===== src/rtl/clock_pkg.sv =====
// Shared time-keeping types and default moduli for the clock/alarm datapath.
package clock_pkg;

  localparam int unsigned NS = 60;
  localparam int unsigned NH = 24;
  localparam int unsigned ND = 7;

  typedef enum logic [1:0] {
    IDLE    = 2'd0,
    RINGING = 2'd1,
    SNOOZE  = 2'd2
  } alarm_state_t;

  typedef logic [6:0] time_field_t;

endpackage


===== src/rtl/sec_downcounter.sv =====
// Loadable seconds down-counter; holds at zero instead of wrapping.
module sec_downcounter #(
  parameter int unsigned W = 10
) (
  input  logic         clk,
  input  logic         rst,
  input  logic         i_load,
  input  logic [W-1:0] i_load_val,
  input  logic         i_dec,
  output logic [W-1:0] o_count
);

  logic [W-1:0] r_count;
  logic [W-1:0] w_count_nxt;

  always_comb begin
    w_count_nxt = r_count;
    if (i_load) begin
      w_count_nxt = i_load_val;
    end else if (i_dec && (r_count != '0)) begin
      w_count_nxt = r_count - W'(1);
    end
  end

  always_ff @(posedge clk or negedge rst) begin
    if (!rst) begin
      r_count <= '0;
    end else begin
      r_count <= w_count_nxt;
    end
  end

  assign o_count = r_count;

endmodule


===== src/rtl/alarm_snooze_ctrl.sv =====
// Alarm sequencer: ring timeout, capped snooze, and suppression while editing.
// Optional build macro BUZZ_PATTERN_EN pulses buzz 1 s on / 1 s off while ringing.
module alarm_snooze_ctrl
  import clock_pkg::*;
#(
  parameter int unsigned NS       = clock_pkg::NS,
  parameter int unsigned NH       = clock_pkg::NH,
  parameter int unsigned ND       = clock_pkg::ND,
  parameter int unsigned RING_S   = 60,
  parameter int unsigned SNOOZE_S = 300,
  parameter int unsigned MAX_SNZ  = 3
) (
  input  logic        clk,
  input  logic        rst,
  input  time_field_t tsec,
  input  time_field_t tmin,
  input  time_field_t thrs,
  input  time_field_t tdays,
  input  time_field_t amin,
  input  time_field_t ahrs,
  input  time_field_t adays,
  input  logic        alarm_on,
  input  logic        alarm_set,
  input  logic        snooze,
  output logic        buzz,
  output logic        snoozing
);

  localparam int unsigned CW = $clog2((RING_S > SNOOZE_S) ? RING_S : SNOOZE_S) + 1;
  localparam int unsigned UW = (MAX_SNZ < 2) ? 1 : $clog2(MAX_SNZ + 1);

`ifdef BUZZ_PATTERN_EN
  localparam logic RING_LSB0 = 1'((RING_S - 1) % 2);
`endif

  alarm_state_t   r_state;
  alarm_state_t   w_state_nxt;
  logic [UW-1:0]  r_snz_used;
  logic           r_buzz;
  logic           r_snoozing;

  logic           w_time_ok;
  logic           w_hit;
  logic           w_snz_avail;
  logic           w_ring_load;
  logic           w_ring_dec;
  logic           w_snz_load;
  logic           w_snz_dec;
  logic           w_ring_zero;
  logic           w_snz_zero;
  logic           w_buzz_nxt;
  logic           w_snoozing_nxt;
  logic [CW-1:0]  w_ring_ct;
  logic [CW-1:0]  w_snz_ct;

  // Out-of-range time fields (counter glitch, mid-edit) never match.
  assign w_time_ok = (32'(tmin) < NS) && (32'(thrs) < NH);

  assign w_hit = (tsec == '0) && (tmin == amin) && (thrs == ahrs) &&
                 ((32'(adays) == ND) || (adays == tdays)) &&
                 alarm_on && !alarm_set && w_time_ok;

  assign w_snz_avail = (32'(r_snz_used) < MAX_SNZ);
  assign w_ring_zero = (w_ring_ct == '0);
  assign w_snz_zero  = (w_snz_ct == '0);

  sec_downcounter #(.W(CW)) u_ring_ct (
    .clk        (clk),
    .rst        (rst),
    .i_load     (w_ring_load),
    .i_load_val (CW'(RING_S - 1)),
    .i_dec      (w_ring_dec),
    .o_count    (w_ring_ct)
  );

  sec_downcounter #(.W(CW)) u_snz_ct (
    .clk        (clk),
    .rst        (rst),
    .i_load     (w_snz_load),
    .i_load_val (CW'(SNOOZE_S - 1)),
    .i_dec      (w_snz_dec),
    .o_count    (w_snz_ct)
  );

  // Next-state, counter control, and next-cycle output decode.
  always_comb begin
    w_state_nxt    = r_state;
    w_ring_load    = 1'b0;
    w_ring_dec     = 1'b0;
    w_snz_load     = 1'b0;
    w_snz_dec      = 1'b0;
    w_buzz_nxt     = 1'b0;
    w_snoozing_nxt = 1'b0;

    unique case (r_state)
      IDLE: begin
        if (w_hit) begin
          w_state_nxt = RINGING;
          w_ring_load = 1'b1;
        end
      end
      RINGING: begin
        if (!alarm_on) begin
          w_state_nxt = IDLE;
        end else if (snooze && w_snz_avail) begin
          w_state_nxt = SNOOZE;
          w_snz_load  = 1'b1;
        end else if (w_ring_zero) begin
          w_state_nxt = IDLE;
        end else begin
          w_ring_dec = 1'b1;
        end
      end
      SNOOZE: begin
        if (!alarm_on) begin
          w_state_nxt = IDLE;
        end else if (w_snz_zero) begin
          w_state_nxt = RINGING;
          w_ring_load = 1'b1;
        end else begin
          w_snz_dec = 1'b1;
        end
      end
      default: begin
        w_state_nxt = IDLE;
      end
    endcase

    w_snoozing_nxt = (w_state_nxt == SNOOZE);
`ifdef BUZZ_PATTERN_EN
    // buzz tracks ring_ct[0]: staying in RINGING always decrements, so parity flips.
    if (w_state_nxt == RINGING) begin
      w_buzz_nxt = w_ring_load ? RING_LSB0 : ~r_buzz;
    end
`else
    w_buzz_nxt = (w_state_nxt == RINGING);
`endif
  end

  always_ff @(posedge clk or negedge rst) begin
    if (!rst) begin
      r_state    <= IDLE;
      r_snz_used <= '0;
      r_buzz     <= 1'b0;
      r_snoozing <= 1'b0;
    end else begin
      r_state    <= w_state_nxt;
      r_buzz     <= w_buzz_nxt;
      r_snoozing <= w_snoozing_nxt;
      if ((r_state == IDLE) && (w_state_nxt == RINGING)) begin
        r_snz_used <= '0;
      end else if (w_snz_load && w_snz_avail) begin
        r_snz_used <= r_snz_used + UW'(1);
      end
    end
  end

  assign buzz     = r_buzz;
  assign snoozing = r_snoozing;

endmodule


===== config.mk =====
export PLATFORM = sky130hd
export DESIGN_NAME = alarm_snooze_ctrl
export DESIGN_NICKNAME = d
export VERILOG_FILES = /design/src/rtl/clock_pkg.sv /design/src/rtl/sec_downcounter.sv /design/src/rtl/alarm_snooze_ctrl.sv
export SDC_FILE = /design/constraint.sdc
export NUM_CORES = 1
export LEC_CHECK = 0
export BUFFER_PORTS_ARGS = -buffer_cell sky130_fd_sc_hd__buf_2
export CORE_MARGIN = 8
export CORE_UTILIZATION = 45
export DETAILED_ROUTE_END_ITERATION = 10
export PLACE_DENSITY = 0.75
export SYNTH_ARGS = -nofsm -noshare
export SYNTH_HDL_FRONTEND = slang
export SYNTH_SLANG_ARGS = --single-unit

===== constraint.sdc =====
create_clock -name clk -period 2.2 [get_ports clk]
set_input_delay 0.11 -clock clk [delete_from_list [all_inputs] [get_ports clk]]
set_output_delay 0.11 -clock clk [all_outputs]
set_load 0.1 [all_outputs]

==> results_dict.tcl <==
set metrics [dict create \
    yosys_warnings 0 \
    seq_area_frac_synth_pct 38.7 \
    nNetsFinal 294 \
    synth-adder-area-share_pct 3.72 \
    synth_fp_nets 232 \
    cp_top_family "simple AND/OR/NAND/NOR gates" \
    syn_area_mm2 0.00168 \
    final_common_cell "buf_2" \
    critPathMaxStageDelay_ps 360 \
    max-slew-margin-rel_pct 61.9 \
    h-tree-depth 1 \
    dr.pass1.iters 4 \
    drv_cap 0 \
    grt-ovfl-total 0 \
    cts_setup_buffers 0 \
    dieHeight_um 77.1 \
    synth_compound_area_share_pct 5.21 \
    ys.flop_type "dfrtp_1" \
    ys_types 34 \
    hold_class "input pin to asynchronous set/reset pin" \
    finalCritPeriodShare_pct 92.3 \
    clkLatencyLatePin_ps 270 \
    finalSetupTns_ps 0 \
    leakagePower_nw 1.05 \
    cp.required_ps 2360 \
    clockRootBuffer "clkbuf_8" \
    period_needed_ps 2030 \
    routed_via_density 5.08 \
    fin_hold_ws_ps 355 \
    grt_use_total_pct 12.9 \
    drv_slew 0 \
    ys_ff_latch 26 \
    crit_slowest_cell "dfrtp_1" \
    fp.coreArea_mm2 0.00363 \
    tritoncts "built" \
    antenna_found_initial 0 \
    grt_pass1_wl_um 6540 \
    synth_xor_area_share_pct 17.2 \
    final-setup-viol-count 0 \
    synth_edf_count 0 \
    mostFrequentLayoutCells "55 x buf_2, 26 x dfrtp_1, 22 x xor2_1" \
    synthSimpleGateAreaFrac_pct 29.9 \
    layout-area-overhead-vs-synth_pct 24.8 \
    hold_viol 0 \
    powerDensity_mw_per_mm2 404 \
    ys_async_sr_fraction_pct 100 \
    grt_setup_unrepaired "no" \
    status "finished clean" \
    fmax_ghz 0.492 \
    skew_ps 8.29 \
    cp-start-kind "flip-flop" \
    clkTransAtPathRegs_ps 90 \
    layout-drive-gt1-share_pct 30.9 \
    grt_max_degree 27 \
    cp-end-kind "flip-flop" \
    tightest_slew_ps 572 \
    grt_pass1_vias 1464 \
    drcViolationCount 0 \
    place_hpwl_um 2980 \
    worstPathCellList "inv_1 > ha_1 > nor4b_2 > nor4b_4 > nor2_1 > xnor2_1 > or3_1" \
    cts_buffers 3 \
    wl_per_cell_um 13.4 \
    critPathMaxFanout 4 \
    ant_nets 0 \
    peakVddDrop_v 0.000305 \
    drtIter0Drc 36 \
    routed_wl_um 3760 \
    start_util_pct 46.3 \
    gp_congestion 0.762 \
    dieArea_mm2 0.00595 \
    rows 22 \
    nFillCells 344 \
    syn-instance-count 173 \
    crit_type "flip-flop to flip-flop" \
    syn_area_per_cell_um2 9.72 \
    cts_buffer_depth 2 \
    cts.sinks 26 \
    worstPathArrival_ps 2190 \
    via_count 1428 \
    n_antenna_cell 0 \
    path_buf_inv 1 \
    port-buffer-count 55 \
    die_w_um 77.1 \
    ios 56 \
    synth_top_family_by_area "simple AND/OR/NAND/NOR gates" \
    synth_mux_area_share_pct 2.38 \
]
timing repair:
action,in CTS,in global routing
endpoints found under the setup margin,0,6
hold endpoints to repair,26,0
hold buffers,1,0
gates resized for setup,0,2
logic make-up (layout without fill, tap and decap cells):
logic type,after synthesis,after routing
AOI/OAI and AO/OA,10,10
adders and majority gates,5,5
muxes,4,4
DFF,26,26
and+or+nand+nor,84,84
xor gates and xnor gates,33,33
buffers and inverters,11,71
report_power, final:
group          internal, mW  leakage, nW  switching, mW
clock network         0.123       0.0216          0.143
logic                0.0575        0.690         0.0465
registers             0.477        0.343  0.00000000270
worst paths after layout:
| path | endpoint | slack (ps) | from | cells after the start |
|---|---|---|---|---|
| worst max-delay path | u_ring_ct.o_count[0]$_DFFE_PN0P_ | 170 | u_ring_ct.o_count[1]$_DFFE_PN0P_ | 7 |
| max in group asynchronous | u_snz_ct.o_count[8]$_DFFE_PN0P_ | 1460 | rst | 2 |
| worst min register to register | u_snz_ct.o_count[5]$_DFFE_PN0P_ | 520 | u_snz_ct.o_count[5]$_DFFE_PN0P_ | 2 |
| worst min-delay path | u_ring_ct.o_count[6]$_DFFE_PN0P_ | 360 | rst | 2 |
| min in group clk | u_snz_ct.o_count[9]$_DFFE_PN0P_ | 370 | snooze | 4 |
| worst max register to register | u_ring_ct.o_count[0]$_DFFE_PN0P_ | 170 | u_ring_ct.o_count[1]$_DFFE_PN0P_ | 7 |
cell usage after synthesis, drive strengths merged, types with 4 or more instances:
library cell	n	area, um2
nand2b	5	31.3
nand2	13	48.8
nand3	6	30.0
nor4b	4	47.6
inv	7	26.3
xor2	22	193
nor2	12	45.0
ha	5	62.6
mux2i	4	40.0
nor3	7	35.0
xnor2	11	96.3
dfrtp	26	651
or3	9	66.3
o21ai	4	20.0
nor4	8	50.1
nand4	5	31.3
sequential cells by signal, summed over array words and instances, names as in the netlist:
register and flops:
buzz 1, r_snz_used 2, r_state 2, snoozing 1, u_ring_ct.o_count 10, u_snz_ct.o_count 10
stage by stage:
step | setup WS (ps) | util (%) | area (um2) | std cells | power [mW]
3_3_place_gp | 138 | 55.9 | 2030 | 277 | 0.590
6_report | 168 | 57.7 | 2100 | 281 | 0.847
5_1_grt | 12.7 | 57.7 | 2100 | 281 | 0.889
4_1_cts | 4.58 | 57.3 | 2080 | 281 | 0.860
2_1_floorplan | 192 | - | 1680 | 173 | 0.523
3_5_place_dp | 38.8 | 55.9 | 2030 | 277 | 0.591
cell type report:
type	count	area, um2	area share, %
Clock buffer	3	41.3	1.97
Sequential cell	26	651	31.0
Inverter	7	26.3	1.25
Tap cell	48	60.1	2.86
Multi-Input combinational cell	136	997	47.5
Timing Repair Buffer	61	323	15.4
per-layer routing:
| metal | part of all wire, % | GRT usage, % |
|---|---|---|
| met3 | 2.6 | 2.91 |
| met1 | 42 | 14.4 |
| met5 | 0 | 0 |
| met4 | 0.53 | 2.26 |
| met2 | 55 | 24.3 |
Power figures use the tool's default switching activity.
